File: config.mk
export PLATFORM = sky130hd
export DESIGN_NAME = spi_sclk_engine
export DESIGN_NICKNAME = d
export VERILOG_FILES = /design/src/rtl/spi_pkg.sv /design/src/rtl/spi_half_timer.sv /design/src/rtl/spi_sclk_engine.sv
export SDC_FILE = /design/constraint.sdc
export NUM_CORES = 1
export LEC_CHECK = 0
export CORE_AREA = 2 2 102 104
export DETAILED_ROUTE_END_ITERATION = 7
export DIE_AREA = 0 0 104 106
export SLEW_MARGIN = 20
export SYNTH_ARGS = -nofsm -noshare
export SYNTH_HDL_FRONTEND = slang
export SYNTH_SLANG_ARGS = --single-unit
File: constraint.sdc
create_clock -name i_clk_sys -period 5.96 [get_ports i_clk_sys]
set_clock_uncertainty 0.1 [all_clocks]
set_input_delay 1.49 -clock i_clk_sys [delete_from_list [all_inputs] [get_ports i_clk_sys]]
set_output_delay 1.49 -clock i_clk_sys [all_outputs]
set_load 0.02 [all_outputs]
File: src/rtl/spi_pkg.sv
// rtl/spi_pkg.sv - shared constants for the SPI serial-clock engine
package spi_pkg;

    localparam logic [1:0] ST_IDLE = 2'd0;
    localparam logic [1:0] ST_RUN  = 2'd1;
    localparam logic [1:0] ST_TAIL = 2'd2;

    // SPI modes as {CPOL, CPHA}
    localparam logic [1:0] MODE0 = 2'b00;
    localparam logic [1:0] MODE1 = 2'b01;
    localparam logic [1:0] MODE2 = 2'b10;
    localparam logic [1:0] MODE3 = 2'b11;

    localparam int MIN_HALF = 2;

endpackage

File: src/rtl/spi_half_timer.sv
// rtl/spi_half_timer.sv - half-period counter, terminal pulse every i_load enabled cycles
module spi_half_timer #(
    parameter int W = 8
) (
    input  logic         i_clk_sys,
    input  logic         i_rst,
    input  logic [W-1:0] i_load,
    input  logic         i_en,
    input  logic         i_clear,
    output logic         o_tc
);

    logic [W-1:0] r_cnt;
    logic [W-1:0] w_last;

    assign w_last = i_load - {{(W-1){1'b0}}, 1'b1};
    assign o_tc   = i_en && !i_clear && (r_cnt == w_last);

    always_ff @(posedge i_clk_sys or posedge i_rst) begin
        if (i_rst) begin
            r_cnt <= '0;
        end else if (i_clear) begin
            r_cnt <= '0;
        end else if (i_en) begin
            r_cnt <= o_tc ? '0 : r_cnt + 1'b1;
        end
    end

endmodule

File: src/rtl/spi_sclk_engine.sv
// rtl/spi_sclk_engine.sv - SPI SCLK generator with mode-aware shift/sample strobes
module spi_sclk_engine
    import spi_pkg::*;
#(
    parameter int   DIV_W    = 8,
    parameter int   CNT_W    = 6,
    parameter logic RST_CPOL = 1'b0
) (
    input  logic             i_clk_sys,
    input  logic             i_rst,
    input  logic             i_start,
    input  logic             i_cpol,
    input  logic             i_cpha,
    input  logic [DIV_W-1:0] i_half_div,
    input  logic [CNT_W-1:0] i_nbits,
    output logic             o_sclk,
    output logic             o_shift,
    output logic             o_sample,
    output logic [CNT_W-1:0] o_bit_idx,
    output logic             o_busy,
    output logic             o_done
);

    logic [1:0]       r_state;
    logic             r_cpol;
    logic             r_cpha;
    logic [CNT_W-1:0] r_nbits;
    logic [DIV_W-1:0] r_half;
    logic [CNT_W:0]   r_edge;
    logic             r_sclk;
    logic             r_shift;
    logic             r_sample;
    logic [CNT_W-1:0] r_bit_idx;
    logic             r_busy;
    logic             r_done;

    logic             w_idle;
    logic             w_accept;
    logic             w_tc;
    logic             w_run_tc;
    logic [DIV_W-1:0] w_half_cl;
    logic [CNT_W:0]   w_edge_nxt;
    logic             w_lead;
    logic             w_last_edge;
    logic             w_shift_ev;
    logic             w_sample_ev;

    assign w_idle      = (r_state == ST_IDLE);
    assign w_accept    = w_idle && i_start && (i_nbits != '0);
    assign w_half_cl   = (i_half_div < DIV_W'(MIN_HALF)) ? DIV_W'(MIN_HALF) : i_half_div;
    assign w_run_tc    = w_tc && (r_state == ST_RUN);
    assign w_edge_nxt  = r_edge + 1'b1;
    assign w_lead      = w_edge_nxt[0];
    assign w_last_edge = (w_edge_nxt == {r_nbits, 1'b0});

    // CPHA=0 launches bit 0 at accept, so the final trailing edge carries no shift
    assign w_sample_ev = w_run_tc && (r_cpha ? !w_lead : w_lead);
    assign w_shift_ev  = w_run_tc && (r_cpha ? w_lead : (!w_lead && !w_last_edge));

    // One timer serves both the SCLK half-periods and the chip-select hold in TAIL
    spi_half_timer #(
        .W (DIV_W)
    ) u_half_timer (
        .i_clk_sys (i_clk_sys),
        .i_rst     (i_rst),
        .i_load    (r_half),
        .i_en      (!w_idle),
        .i_clear   (w_idle),
        .o_tc      (w_tc)
    );

    always_ff @(posedge i_clk_sys or posedge i_rst) begin
        if (i_rst) begin
            r_state   <= ST_IDLE;
            r_cpol    <= 1'b0;
            r_cpha    <= 1'b0;
            r_nbits   <= '0;
            r_half    <= '0;
            r_edge    <= '0;
            r_sclk    <= RST_CPOL;
            r_shift   <= 1'b0;
            r_sample  <= 1'b0;
            r_bit_idx <= '0;
            r_busy    <= 1'b0;
            r_done    <= 1'b0;
        end else begin
            r_shift  <= w_shift_ev;
            r_sample <= w_sample_ev;
            r_done   <= 1'b0;
            case (r_state)
                ST_IDLE: begin
                    r_sclk <= i_cpol;
                    if (w_accept) begin
                        r_cpol    <= i_cpol;
                        r_cpha    <= i_cpha;
                        r_nbits   <= i_nbits;
                        r_half    <= w_half_cl;
                        r_edge    <= '0;
                        r_bit_idx <= '0;
                        r_busy    <= 1'b1;
                        r_shift   <= !i_cpha;
                        r_state   <= ST_RUN;
                    end
                end
                ST_RUN: begin
                    if (w_tc) begin
                        r_sclk <= w_last_edge ? r_cpol : ~r_sclk;
                        r_edge <= w_edge_nxt;
                        if (w_sample_ev) begin
                            r_bit_idx <= r_bit_idx + 1'b1;
                        end
                        if (w_last_edge) begin
                            r_state <= ST_TAIL;
                        end
                    end
                end
                ST_TAIL: begin
                    if (w_tc) begin
                        r_busy  <= 1'b0;
                        r_done  <= 1'b1;
                        r_state <= ST_IDLE;
                    end
                end
                default: r_state <= ST_IDLE;
            endcase
        end
    end

    assign o_sclk    = r_sclk;
    assign o_shift   = r_shift;
    assign o_sample  = r_sample;
    assign o_bit_idx = r_bit_idx;
    assign o_busy    = r_busy;
    assign o_done    = r_done;

endmodule
==> results of run 1 <==
state kept, by name, summed over array words and instances, names as in the netlist, 2 cells and up:
signal / flops
r_edge: 7
r_half: 8
r_nbits: 6
u_half_timer.r_cnt: 8
r_state: 2
o_bit_idx: 6
area by class of cell:
| cell class | instances | area (sq um) |
|---|---|---|
| clock inverters | 3 | 42.5 |
| well taps | 136 | 170 |
| fillers | 1075 | 6990 |
| clock buffers | 5 | 68.8 |
| inverters | 7 | 26.3 |
| repair buffers | 32 | 313 |
| flip-flops and latches | 44 | 1100 |
| multi-input cells | 178 | 1290 |
Yosys cell counts, types with 2 or more instances:
cell and count:
a21boi_0 3, and2_1 2, o31a_1 2, nor3b_1 2
ha_1 4, nor2b_1 3, and3_1 5, mux2i_1 9
nand2b_1 11, dfrtp_1 44, nand2_1 16, clkbuf_1 3
a21oi_1 2, o21ai_0 4, nor2_1 7, nand4_1 4
xor2_1 11, a41oi_1 3, a31oi_1 2, or4_1 4
xnor2_1 14, nor3_1 19, inv_1 7, a2bb2oi_1 3
nand3_1 12, mux2_2 14
cell families (layout without fill, tap and decap cells):
| logic type | Yosys count | in the layout |
|---|---|---|
| adders and majority gates | 4 | 4 |
| buffers and inverters | 12 | 47 |
| DFF | 44 | 44 |
| muxes | 23 | 23 |
| and+or+nand+nor | 97 | 97 |
| xor gates and xnor gates | 25 | 25 |
| AOI/OAI and AO/OA | 29 | 29 |
routing by layer:
layer	vias up	GRT usage (%)
li1	920	-
met1	930	13.5
met2	37	16.5
met3	5	1.84
met4	0	2.41
met5	-	0
power by group:
group / switching, mW / leakage [nW] / internal (mW)
clock network: 0.105 / 0.0541 / 0.124
registers: 0.124 / 0.544 / 0.393
logic: 0.263 / 0.692 / 0.261
cell usage in the layout (no fill, tap or decap), types with 2 or more instances in the layout:
cell and n:
a21boi_0 3, a21oi_1 2, a2bb2oi_1 3, a31oi_1 2, a41oi_1 3, and2_1 2
and3_1 5, buf_4 3, clkbuf_8 5, clkdlybuf4s50_1 29, dfrtp_1 44, ha_1 4
inv_1 6, mux2_2 14, mux2i_1 9, nand2_1 16, nand2b_1 11, nand3_1 12
nand4_1 4, nor2_1 7, nor2b_1 3, nor3_1 19, nor3b_1 2, o21ai_0 4
o31a_1 2, or4_1 4, xnor2_1 14, xor2_1 11
stage by stage:
stage | std cells | total power, mW
detailed placement | 397 | 1.05
global route | 405 | 1.37
finish | 405 | 1.27
global placement | 397 | 1.03
CTS | 405 | 1.28
floorplan | 234 | 0.884
worst paths after layout:
kind                             from    endpoint  slack [ps]  cells after the start
max                        i_nbits[1]   r_half[7]        2080                      6
min                            r_cpol      r_cpol         430                      1
max reg2reg                 r_half[0]  r_state[0]        3050                      8
min reg2reg                    r_cpol      r_cpol         430                      1
max in group asynchronous       i_rst  r_state[0]        3850                      3
min in group asynchronous       i_rst  r_nbits[0]        1530                      3
==> metrics.cfg, run 1 <==
[logic_synthesis]
yosys.area_share.simple_pct = 22.7
synth_cell_types = 50
ys_ff_latch = 44
synth_flop_cell = dfrtp_1
synth_area_sq_um = 2440
yosys.area_share.adder_pct = 2.05
synthXorXnorAreaFrac_pct = 8.98
muxShareOfSynthArea_pct = 10.2
yosysSeqAreaShare_pct = 45.2
yosys.area.top_type_share_pct = 45.2
syn_area_per_cell_sq_um = 10.4
synth-compound-area-share_pct = 8.98
synth_top_family_by_area = simple AND/OR/NAND/NOR gates
synth_area_leaders = dfrtp_1 (45%), mux2_2 (6.5%), xnor2_1 (5.0%)
ys_warn_count = 0
yosysTopAreaCell = dfrtp_1
netlist_instances = 234
synth_enable_flop_cells = 0
async_flop_share_pct = 100
synth_fp_nets = 257

[global_route]
antenna_found_initial = 0
grt_max_degree = 45
grt_pass1_vias = 1869
gr-usage-all-layers_pct = 9.99
grt_remaining_overflow = 0
grt_pass1_wl_microns = 9140

[cts]
clkTransAtPathRegs_ps = 70
cts_tree = built
cts_setup_buffers = 0
cts_buffers = 5
htreeDepth = 2
cts-root-buf = clkbuf_8
postCtsResizedCells = 0
numClockSinks = 44
cts_hold_buf = 0
worstSkewPairLatency_ps = 300
ctsLongestPathBuffers = 2

[placement]
gp_congestion = 0.832
dp_hpwl_microns = 3930
dp_slack_ps = 1770
port_buffers = 29
dpl_cell_area_sq_um = 2900

[floorplanning]
initial_core_util_pct = 24.4
placeableCoreArea_sq_um = 10000
pin_count = 30
dieWidth_microns = 104
row_count = 37
die_y_microns = 106
die_area_sq_um = 11000

[detailed_routing]
dr.pass1.iters = 4
met2_length_microns = 2510
num_vias = 1892
wl_per_cell_microns = 13.0
drt-initial-drc-count = 147
wl_microns = 5280
top_layer_used = met4
route.met3.wl_microns = 195
drt_drc_violations_left = 0
ant_nets = 0
drt-met1-wl_microns = 2540
routed_via_density = 4.67

[cells_and_area]
fin_area_sq_um = 3010
drive_above_1_share_pct = 12.3
fin_util_pct = 30.1
area_delta_synth_final_pct = 23.6
n_antenna_cell = 0
fin_nets = 291

[run_status]
outcome = finished clean

[sta]
hold_slack_ps = 428
tightest_slew_ps = 807
relSlewSlack_pct = 45.6
rsz0062_at_grt = false
fin_setup_tns_ps = 0
drv_slew = 0
period_share_pct = 65.1
fmax_mhz = 258
hold_violations = 0
setup_viol = 0
worst_slack_ps = 2080
finalCriticalPeriod_ps = 3880

[critical_path]
crit_path_max_fanout = 20
cpPeakStageDelay_ps = 560
critPathBufInv = 2
cp-start-kind = primary input
crit_type = primary input to flip-flop
crit_path_top_delay_cell = nand2_1
cp_top_family = simple AND/OR/NAND/NOR gates
worstPathRequired_ps = 6030
critical_path_arrival_ps = 3950
cp_cell_sequence = clkdlybuf4s50_1 > or4_1 > o31a_1 > nand2_1 > buf_4 > mux2_2
end_kind = flip-flop

[pwr]
ir_worst_vdd_mv = 0.165
p_per_area_nw_per_um2 = 421
p_leak_nw = 1.29

[hold_path]
hold_path_class = flip-flop to flip-flop

[run]
cap_violations = 0

Note: power is estimated with default switching activity, not from simulation.
==> run 2, diff against run 1 <==
- clock period: 5.96 -> 3.5 ns (I/O delays scaled with it)
==> metrics.cfg, run 2 (synthesis gave the netlist of run 1 again) <==
[sta]
worst_slack_ps = 555  ; was 2080 ps
finalCriticalPeriod_ps = 2940
period_share_pct = 84.1
drv_slew = 0  ; unchanged
rsz0062_at_grt = false  ; unchanged
tightest_slew_ps = 899  ; was 807 ps
relSlewSlack_pct = 39.4  ; was 45.6%
fin_setup_tns_ps = 0  ; unchanged
hold_violations = 0  ; unchanged
fmax_mhz = 340
setup_viol = 0  ; unchanged

[cells_and_area]
n_antenna_cell = 0  ; unchanged
fin_nets = 294  ; was 291
final_common_cell = dfrtp_1  ; unchanged
most-common-layout-cells = dfrtp_1 (44), clkdlybuf4s50_1 (29), nor3_1 (19)  ; unchanged
nFillCells = 1065  ; was 1075
reg_top3 = r_half x8, u_half_timer.r_cnt x8, r_edge x7  ; unchanged
area_delta_synth_final_pct = 22.7  ; was 23.6%
drive_above_1_share_pct = 12.3  ; unchanged

[floorplanning]
pin_count = 30  ; unchanged
die_area_sq_um = 11000  ; unchanged
row_count = 37  ; unchanged
placeableCoreArea_sq_um = 10000  ; unchanged
dieWidth_microns = 104  ; unchanged
die_y_microns = 106  ; unchanged
initial_core_util_pct = 24.4  ; unchanged

[hold_path]
hold_path_class = flip-flop to flip-flop  ; unchanged
min_from = r_cpol  ; unchanged
hold_depth = 1  ; unchanged
min_to = r_cpol  ; unchanged

[critical_path]
r2r_slack_ps = 560  ; was 3050 ps
critical_path_arrival_ps = 3030  ; was 3950 ps
r2r-end = r_state[0]  ; unchanged
ff2ff_path_depth = 8  ; unchanged
cp-start-kind = flip-flop  ; was primary input
r2r-start = r_half[0]  ; unchanged
crit_type = flip-flop to flip-flop  ; was primary input to flip-flop
end_kind = flip-flop  ; unchanged
crit_path_max_fanout = 10  ; was 20
worstPathRequired_ps = 3590  ; was 6030 ps

[detailed_routing]
wl_per_cell_microns = 13.5  ; was 13.0 microns
num_vias = 1890  ; was 1892
ant_nets = 0  ; unchanged
drt_drc_violations_left = 0  ; unchanged
drt-initial-drc-count = 122  ; was 147
wl_microns = 5460  ; was 5280 microns
dr.pass1.iters = 4  ; unchanged
routed_via_density = 4.67  ; about the same

[pwr]
p_per_area_nw_per_um2 = 691  ; was 421 nW/um^2
p_leak_nw = 1.29  ; about the same
ir_worst_vdd_mv = 0.214  ; was 0.165 mV

[cts]
cts-root-buf = clkbuf_8  ; unchanged
ctsLongestPathBuffers = 2  ; unchanged
cts_buffers = 5  ; unchanged
worstSkewPairLatency_ps = 290  ; was 300 ps
htreeDepth = 2  ; unchanged
cts_hold_buf = 0  ; unchanged
cts_setup_buffers = 0  ; unchanged
clkTransAtPathRegs_ps = 80  ; was 70 ps
numClockSinks = 44  ; unchanged
cts_tree = built  ; unchanged
postCtsResizedCells = 0  ; unchanged

[global_route]
antenna_found_initial = 0  ; unchanged
grt_max_degree = 26  ; was 45
gr-usage-all-layers_pct = 10.4  ; was 9.99%
grt_pass1_vias = 1864  ; was 1869
grt_remaining_overflow = 0  ; unchanged
grt_pass1_wl_microns = 9270  ; was 9140 microns

[placement]
dp_slack_ps = 318  ; was 1770 ps
port_buffers = 29  ; unchanged
gp_congestion = 0.885  ; was 0.832
dp_hpwl_microns = 4160  ; was 3930 microns

[run]
cap_violations = 0  ; unchanged

[run_status]
outcome = finished clean  ; unchanged

==> run 2: changes by cell type in the layout (fill, tap and decap cells not counted) <==
cell,before,now
buf_4,3,6
clkinv_2,1,0
bufinv_16,1,0
clkinvlp_4,1,0
==> run 2: worst max-delay path, cell delays in order (launching register included) <==
cell,delay (ps)
dfrtp_1,430
inv_1,80
ha_1,180
nor3b_2,300
mux2i_1,220
nor3b_1,100
o31ai_2,720
nor2_1,350
a311oi_1,350
==> run 2: worst max path at each step <==
| stage | start | endpoint | slack (ps) | depth (start not counted) |
|---|---|---|---|---|
| floorplan | i_nbits[1] | r_cpha | 830 | 5 |
| global placement | i_nbits[1] | r_edge[4] | 400 | 7 |
| detailed placement | i_nbits[1] | r_edge[2] | 320 | 7 |
| CTS | r_half[0] | r_state[0] | 570 | 8 |
| global route | r_half[0] | r_state[0] | 280 | 8 |
| finish | r_half[0] | r_state[0] | 560 | 8 |
==> run 2: final cells by class <==
class / instances / area (sq um) / area share, %
inverters: 7 / 26.3 / 0.878
flip-flops and latches: 44 / 1100 / 36.8
repair buffers: 35 / 335 / 11.2
clock buffers: 5 / 68.8 / 2.30
multi-input cells: 178 / 1290 / 43.1
well taps: 136 / 170 / 5.69
==> run 2: where the power goes <==
group,switching [mW],total [mW],internal [mW]
combinational,0.447,0.894,0.447
sequential,0.212,0.881,0.670
clock,0.163,0.292,0.129
total,0.822,2.07,1.25
==> run 2: metal layers <==
metal	track usage, %	vias up	part of all wire (%)
li1	-	927	-
met1	13.4	916	46
met2	17.5	37	48
met3	2.02	10	3.1
met4	3.76	0	2.1
met5	0	-	0
==> run 2: through the flow <==
step	cell area (sq um)	total power, mW	std cells	util [%]	hold WS, ps
finish	2990	2.07	405	29.9	422
global route	2990	2.24	405	29.9	445
CTS	2990	2.09	405	29.9	423
detailed placement	2920	1.79	400	29.2	406
global placement	2920	1.76	400	29.2	388
floorplan	2440	1.51	234	-	367
